### src/rtl/ins_fetch_unit_if.sv
// Instruction-memory read port shared by the fetch stage (master) and the memory (slave).
// A read completes on a rising edge where mem_read is high and mem_busywait is low.
interface ins_fetch_unit_if;
    logic        mem_read;
    logic [31:0] mem_address;
    logic [31:0] mem_readdata;
    logic        mem_busywait;

    modport master (
        output mem_read,
        output mem_address,
        input  mem_readdata,
        input  mem_busywait
    );

    modport slave (
        input  mem_read,
        input  mem_address,
        output mem_readdata,
        output mem_busywait
    );
endinterface

### src/rtl/ins_fetch_unit.sv
// Instruction fetch stage: owns the PC, issues one word read at a time and buffers
// returned words in a small prefetch FIFO; handles stall and branch redirect.
module ins_fetch_unit #(
    parameter logic [31:0] RESET_PC   = 32'h0000_0000,
    parameter int          FIFO_DEPTH = 2
) (
    input  logic                    clock,
    input  logic                    reset,
    input  logic                    stall,
    input  logic                    branch_taken,
    input  logic [31:0]             branch_target,
    ins_fetch_unit_if.master        mem,
    output logic [31:0]             instr_out,
    output logic [31:0]             pc_out,
    output logic [31:0]             pc_plus4_out,
    output logic                    instr_valid
);
    localparam int PTR_W = $clog2(FIFO_DEPTH);
    localparam int CNT_W = $clog2(FIFO_DEPTH) + 1;

    typedef enum logic {
        S_FETCH   = 1'b0,
        S_DISCARD = 1'b1
    } state_e;

    state_e             state_q, state_d;
    logic [31:0]        fetch_pc_q, fetch_pc_d;
    logic [31:0]        stale_addr_q, stale_addr_d;
    logic [PTR_W-1:0]   rd_ptr_q, rd_ptr_d;
    logic [PTR_W-1:0]   wr_ptr_q, wr_ptr_d;
    logic [CNT_W-1:0]   count_q, count_d;
    logic [31:0]        fifo_instr_q [FIFO_DEPTH];
    logic [31:0]        fifo_instr_d [FIFO_DEPTH];
    logic [31:0]        fifo_pc_q    [FIFO_DEPTH];
    logic [31:0]        fifo_pc_d    [FIFO_DEPTH];

    logic               req;
    logic [31:0]        req_addr;
    logic               complete;
    logic               push;
    logic               pop;
    logic               fifo_full;
    logic [31:0]        redirect_pc;

    assign fifo_full   = (count_q == CNT_W'(FIFO_DEPTH));
    assign redirect_pc = branch_target & 32'hFFFF_FFFC;

    // The request is masked during reset so an in-flight read is simply abandoned.
    assign mem.mem_read    = req & ~reset;
    assign mem.mem_address = req_addr;

    always_comb begin
        state_d      = state_q;
        fetch_pc_d   = fetch_pc_q;
        stale_addr_d = stale_addr_q;
        rd_ptr_d     = rd_ptr_q;
        wr_ptr_d     = wr_ptr_q;
        count_d      = count_q;
        fifo_instr_d = fifo_instr_q;
        fifo_pc_d    = fifo_pc_q;
        req          = 1'b0;
        req_addr     = fetch_pc_q;
        push         = 1'b0;
        pop          = 1'b0;

        if (state_q == S_DISCARD) begin
            req      = 1'b1;
            req_addr = stale_addr_q;
        end else begin
            req      = ~fifo_full;
            req_addr = fetch_pc_q;
        end

        complete = req & ~mem.mem_busywait;

        if (branch_taken) begin
            // Redirect wins over push/pop; a busy read must still run to completion.
            fetch_pc_d = redirect_pc;
            count_d    = '0;
            rd_ptr_d   = '0;
            wr_ptr_d   = '0;
            if (state_q == S_FETCH) begin
                if (req && mem.mem_busywait) begin
                    state_d      = S_DISCARD;
                    stale_addr_d = fetch_pc_q;
                end
            end else if (complete) begin
                state_d = S_FETCH;
            end
        end else begin
            if (state_q == S_DISCARD) begin
                if (complete) begin
                    state_d = S_FETCH;
                end
            end else begin
                push = complete;
            end

            pop = (count_q != '0) & ~stall;

            if (push) begin
                fifo_instr_d[wr_ptr_q] = mem.mem_readdata;
                fifo_pc_d[wr_ptr_q]    = fetch_pc_q;
                wr_ptr_d               = wr_ptr_q + PTR_W'(1);
                fetch_pc_d             = fetch_pc_q + 32'd4;
            end

            if (pop) begin
                rd_ptr_d = rd_ptr_q + PTR_W'(1);
            end

            if (push && !pop) begin
                count_d = count_q + CNT_W'(1);
            end else if (pop && !push) begin
                count_d = count_q - CNT_W'(1);
            end
        end
    end

    always_ff @(posedge clock) begin
        if (reset) begin
            state_q    <= S_FETCH;
            fetch_pc_q <= RESET_PC;
            rd_ptr_q   <= '0;
            wr_ptr_q   <= '0;
            count_q    <= '0;
        end else begin
            state_q    <= state_d;
            fetch_pc_q <= fetch_pc_d;
            rd_ptr_q   <= rd_ptr_d;
            wr_ptr_q   <= wr_ptr_d;
            count_q    <= count_d;
        end
        stale_addr_q <= stale_addr_d;
        fifo_instr_q <= fifo_instr_d;
        fifo_pc_q    <= fifo_pc_d;
    end

    // Head outputs read zero while empty so the post-reset values are deterministic.
    assign instr_valid  = (count_q != '0);
    assign instr_out    = instr_valid ? fifo_instr_q[rd_ptr_q] : 32'h0;
    assign pc_out       = instr_valid ? fifo_pc_q[rd_ptr_q] : 32'h0;
    assign pc_plus4_out = pc_out + 32'd4;
endmodule

### src/flat_wrapper.sv
// flat-port wrapper written by rule: the top's interface ports become plain ports
module ins_fetch_unit_flat 
#(
    parameter logic [31:0] RESET_PC   = 32'h0000_0000,
    parameter int          FIFO_DEPTH = 2
)
  (clock, reset, stall, branch_taken, branch_target, instr_out, pc_out, pc_plus4_out, instr_valid, mem_mem_read, mem_mem_address, mem_mem_readdata, mem_mem_busywait);
  ins_fetch_unit_if mem_i ();
  input  logic clock;
  input  logic reset;
  input  logic stall;
  input  logic branch_taken;
  input  logic [31:0] branch_target;
  output logic [31:0] instr_out;
  output logic [31:0] pc_out;
  output logic [31:0] pc_plus4_out;
  output logic instr_valid;
  output wire logic [$bits(mem_i.mem_read)-1:0] mem_mem_read;
  output wire logic [$bits(mem_i.mem_address)-1:0] mem_mem_address;
  input wire logic [$bits(mem_i.mem_readdata)-1:0] mem_mem_readdata;
  input wire logic [$bits(mem_i.mem_busywait)-1:0] mem_mem_busywait;
  assign mem_mem_read = mem_i.mem_read;
  assign mem_mem_address = mem_i.mem_address;
  assign mem_i.mem_readdata = mem_mem_readdata;
  assign mem_i.mem_busywait = mem_mem_busywait;
  ins_fetch_unit #(.RESET_PC(RESET_PC), .FIFO_DEPTH(FIFO_DEPTH)) u_core (.clock(clock), .reset(reset), .stall(stall), .branch_taken(branch_taken), .branch_target(branch_target), .mem(mem_i), .instr_out(instr_out), .pc_out(pc_out), .pc_plus4_out(pc_plus4_out), .instr_valid(instr_valid));
endmodule
### config.mk
export PLATFORM = sky130hd
export DESIGN_NAME = ins_fetch_unit_flat
export DESIGN_NICKNAME = d
export VERILOG_FILES = /design/src/rtl/ins_fetch_unit_if.sv /design/src/rtl/ins_fetch_unit.sv /design/src/flat_wrapper.sv
export SDC_FILE = /design/constraint.sdc
export NUM_CORES = 1
export LEC_CHECK = 0
export ABC_CLOCK_PERIOD_IN_PS = 5700
export CAP_MARGIN = 15
export CORE_AREA = 2 2 173 175
export CTS_CLUSTER_DIAMETER = 50
export CTS_CLUSTER_SIZE = 28
export DETAILED_ROUTE_END_ITERATION = 7
export DIE_AREA = 0 0 175 177
export PLACE_DENSITY = 0.58
export SYNTH_ARGS = -nofsm -noshare
export SYNTH_HDL_FRONTEND = slang
export SYNTH_SLANG_ARGS = --single-unit
### constraint.sdc
create_clock -name clock -period 5.7 [get_ports clock]
set_input_delay 0.57 -clock clock [delete_from_list [all_inputs] [get_ports clock]]
set_output_delay 0.57 -clock clock [all_outputs]
set_load 0.02 [all_outputs]
Word-level counts from Yosys, hierarchy flattened
Cells that the tools add are included.
{"block": "totals", "reg_bits": 197, "input_bits": 69, "output_inout_bits": 130, "elab_cells": 69}
{"block": "op_classes", "add_sub_neg": 6, "order_cmp": 3, "eq_ne": 1, "n_mux": 25, "n_bitwise": 11, "reduce_logical": 12}
{"op": "$mux W32", "count": 12}
{"op": "$bwmux W64", "count": 2}
{"op": "$add A32 B3 Y32 const B", "count": 2}
{"op": "$demux W32 S1", "count": 1}
{"op": "$mux W1", "count": 8}
{"op": "$not A1 Y1", "count": 6}
{"op": "$reduce_bool A2 Y1", "count": 3}
{"op": "$ge A2 B2 Y1 const B", "count": 2}
{"op": "$logic_and A1 B1 Y1", "count": 4}
{"op": "$mux W2", "count": 2}
{"op": "$not A1 Y2", "count": 2}
{"op": "$and A1 B1 Y1", "count": 3}
{"op": "$reduce_and A3 Y1", "count": 1}
{"op": "$add A1 B1 Y1 const B", "count": 2}
{"op": "$add A2 B1 Y2 const B", "count": 1}
{"op": "$eq A2 B2 Y1 const B", "count": 1}
{"op": "$logic_not A1 Y1", "count": 2}
{"op": "$lt A2 B1 Y1 const B", "count": 1}
{"op": "$reduce_and A2 Y1", "count": 1}
{"op": "$reduce_or A2 Y1", "count": 1}
{"op": "$sub A2 B1 Y2 const B", "count": 1}

Logic depth before layout (Yosys ltp)
{"block": "logic_depth", "depth_word": 10, "ltp_mapped": 15}

Worst setup path before layout
No wires, ideal clock.
{"block": "synth_timing", "path_kind": "input -> register", "from": "input branch_taken", "to": "register u_core.fifo_instr_q[0] in the netlist's numbering (enable)", "t_arrival_ns": 5.543, "t_required_ns": 5.129, "slack_ns": -0.414, "stages": 3, "cell_sequence": "clkbuf_1 clkbuf_1 nor3b_1"}
{"block": "synth_between", "elab_chain_len": 2}
{"item": "start: declaration", "line": "flat_wrapper.sv:12", "text": "input logic branch_taken;"}
{"item": "$not A1 Y1 (no line)"}
{"item": "$reduce_and A2 Y1 (no line)"}
{"item": "end signal: assignment", "line": "ins_fetch_unit.sv:135", "text": "fifo_instr_q <= fifo_instr_d;"}
{"item": "end: declaration", "line": "ins_fetch_unit.sv:32", "text": "logic [31:0] fifo_instr_q [FIFO_DEPTH];"}
Every way passes these cells.
A chain may end at the register's enable or synchronous reset.

Final worst setup path
{"block": "layout_timing", "from": "register u_core.rd_ptr_q", "to": "output pc_plus4_out[28]"}
{"block": "layout_between", "elab_chain_len": 6}
{"item": "start: declaration", "line": "ins_fetch_unit.sv:29", "text": "logic [PTR_W-1:0] rd_ptr_q, rd_ptr_d;"}
{"item": "start signal: assignment", "line": "ins_fetch_unit.sv:130", "text": "rd_ptr_q <= rd_ptr_d;"}
{"item": "$not A1 Y2 (not written as such)", "line": "ins_fetch_unit.sv:142", "text": "assign pc_out = instr_valid ? fifo_pc_q[rd_ptr_q] : 32'h0;"}
{"item": "$mux W32 (not written as such) (3 in a row)", "line": "ins_fetch_unit.sv:142"}
{"item": "$mux W32", "line": "ins_fetch_unit.sv:142"}
{"item": "$add A32 B3 Y32", "line": "ins_fetch_unit.sv:143", "text": "assign pc_plus4_out = pc_out + 32'd4;"}
{"item": "end: declaration", "line": "flat_wrapper.sv:16", "text": "output logic [31:0] pc_plus4_out;"}
Every way passes these cells. The select of a mux whose other input is x is not followed.

==> results by group <==
Drt
  – Post-route DRC: 0
  – Drt total wl: 21200 um
  – 1st-pass router iterations: 6
  – Final ANT Viol Nets: 0
  – Vias after detailed routing: 5739
  – Initial DRC count: 340
  – Avg WL per Cell: 16.7 um
  – Via density per instance: 4.53

Cells and area
  – Fin nets: 936
  – Most frequent cells in the layout: clkdlybuf4s50_1 (188), edfxtp_1 (154), nor2_1 (92)
  – Layout area overhead: 33.7%
  – Area of the multi-input gates: 3050 um2
  – Most common cell after layout, fill and taps aside: clkdlybuf4s50_1
  – Fin area: 11500 um2
  – Sequential standard cell area: 5330 um2
  – Diode count: 0
  – Layout cells sized above 1: 10.0%
  – Layout fillers: 2786

Floorplan
  – Initial core utilization: 29.3%
  – Core Box Area: 29200 um2
  – Die H: 177 um
  – # IOs: 199
  – Die Width: 175 um
  – Total die area: 31000 um2
  – Placement Rows: 63

Global route
  – All-layer global routing usage: 13.7%
  – Antenna violations before repair: 0
  – GRT Residual Overflow: 0
  – Largest net degree at the start of global routing: 67
  – Vias in the first global route: 5586
  – Global-route wire length before repair: 32300 um

Yosys
  – Post-synth EDFFs: 154
  – Ys flop type: edfxtp_1
  – Mapped cell area: 8580 um2
  – Syn avg cell area: 12.5 um2
  – Synth Warn #: 0
  – Async set-reset flop share out of synthesis: 0%
  – Sequential-to-total area share from yosys stat: 62.1%
  – Synth unique cells: 45
  – Cells after Synth: 684
  – Synth Register Bits: 189

Clocking
  – Resized cells post-CTS: 0
  – Clock H-tree levels: 4
  – CTS Hold Bufs: 0
  – Deepest clock path buffer count: 2
  – Cts bufs inserted: 17
  – Clock sink count: 189
  – Clock transition at the registers of the reported paths: 70 ps
  – Clock Latency Late Sink: 420 ps
  – Post CTS Setup Buffer Count: 0
  – TritonCTS clock tree: done
  – Root buffer cell: clkbuf_16

Run
  – Max-Cap Viols: 0

Placement
  – DP Area: 10900 um2
  – GPL Wtd Cong: 0.755
  – Dpl hpwl: 14600 um
  – IO Port Bufs: 190

Timing
  – Worst clock skew: 11.0 ps
  – RSZ-0062 raised after global routing: false
  – Tightest Pin Transition: 880 ps
  – Fin crit share: 78.7%
  – Min Tclk post-route: 4490 ps
  – Slew Viols, Final: 0
  – Hold WS: 544 ps
  – Slew headroom: 41.3%
  – Final hold vios: 0
  – Achievable frequency: 223 MHz
  – Final setup violation count: 0
  – Final setup TNS: 0 ps

Pwr
  – Psw: 0.920 mW
  – Comb power frac: 16.5%
  – Lkg Pwr: 3.88 nW
  – P_int: 2.46 mW
  – VDD IR-drop max: 0.156 mV
  – Clk pwr share: 35.8%
  – Net Sw Frac: 27.2%
  – Register share of total power: 47.7%
  – Cell area power density: 294 nW/um2

Worst setup path
  – Crit. End Element: output port
  – Worst EP arrival: 3920 ps
  – Worst Setup SP: u_core.rd_ptr_q$_SDFFE_PP0P_
  – Maximum fanout along the worst path: 56
  – Required @ worst endpoint: 5130 ps
  – Worst setup SP type: register
  – Crit Path Class: register to output port

Hold path
  – Worst min path class: register to register
  – Min-delay src: u_core.fetch_pc_q[31]$_SDFFE_PP0P_

Run status
  – Outcome: finished clean
## layer usage
layer / wire (um) / GRT usage [%]
met1: 10100 / 19.0
met4: 180 / 3.26
met5: 0 / 0
met3: 1040 / 2.90
met2: 9810 / 21.9
## critical path, stage by stage, from the launching register on
cell	delay [ps]
dfxtp_4	600
buf_4	390
nand3b_1	240
a211oi_1	550
and3_1	260
nand4_1	220
or3_1	430
xnor2_1	140
clkdlybuf4s50_1	620
## power by group through the flow
stage | clock network, mW | registers [mW] | logic [mW]
3_5_place_dp | 0 | 1.64 | 0.565
5_1_grt | 1.31 | 1.62 | 0.601
2_1_floorplan | 0 | 1.62 | 0.309
6_report | 1.21 | 1.61 | 0.557
4_1_cts | 1.25 | 1.61 | 0.567
3_3_place_gp | 0 | 1.64 | 0.562
## cell usage after synthesis (all sizes together), types with 13 or more instances
cell    count  area, um2
nor2       95        359
edfxtp    154       4620
nand3      34        170
nand2      35        131
mux2i      72        721
buf        19        125
xnor2      30        263
mux2       28        315
xor2       27        236
nor3       19        100
inv        13       48.8
a21oi      16       80.1
o21ai      13       65.1
dfxtp      35        701
clkbuf     23       87.6
## kinds of logic (layout without fill, tap and decap cells)
family | count (synthesis) | in the layout | share of synthesized area (%)
AOI/OAI and AO/OA | 46 | 46 | 3.40
buffers and inverters | 55 | 243 | 3.05
other | 1 | 6 | 0.0437
muxes | 100 | 100 | 12.1
adders and majority gates | 3 | 3 | 0.437
and+or+nand+nor | 233 | 233 | 13.1
xor gates and xnor gates | 57 | 57 | 5.82
DFF | 189 | 189 | 62.1
## state kept, by name (all words and copies together) (netlist names), named ones only
| signal | flops |
|---|---|
| u_core.count_q | 2 |
| u_core.wr_ptr_q | 1 |
| u_core.fifo_pc_q | 60 |
| u_core.rd_ptr_q | 1 |
| u_core.stale_addr_q | 30 |
| u_core.fifo_instr_q | 64 |
| u_core.fetch_pc_q | 30 |
## layout make-up
class	instances	share of cell area, %
multi-input cells	445	26.5
well taps	390	4.25
clock buffers	18	3.83
flip-flops and latches	189	46.4
repair buffers	198	17.0
inverters	13	0.425
clock inverters	14	1.50
## final timing paths
check                                                     endpoint  slack, ps  cells past startpoint
worst min register to register      u_core.fifo_pc_q[63]$_DFFE_PP_        540                      0
worst max-delay path                              pc_plus4_out[28]       1210                      8
worst max register to register  u_core.fetch_pc_q[27]$_SDFFE_PP0P_       2800                      7
worst min-delay path                u_core.fifo_pc_q[63]$_DFFE_PP_        540                      0
## per-stage QoR
step	util, %	std cells	total power [mW]	worst slack, ps
after floorplan	-	689	1.93	1760
after global placement	37.1	1235	2.20	1570
after detailed placement	37.1	1235	2.21	1530
after CTS	39.2	1267	3.43	1060
after global routing	39.2	1267	3.53	890
final	39.2	1267	3.38	1210
Power figures use the tool's default switching activity.
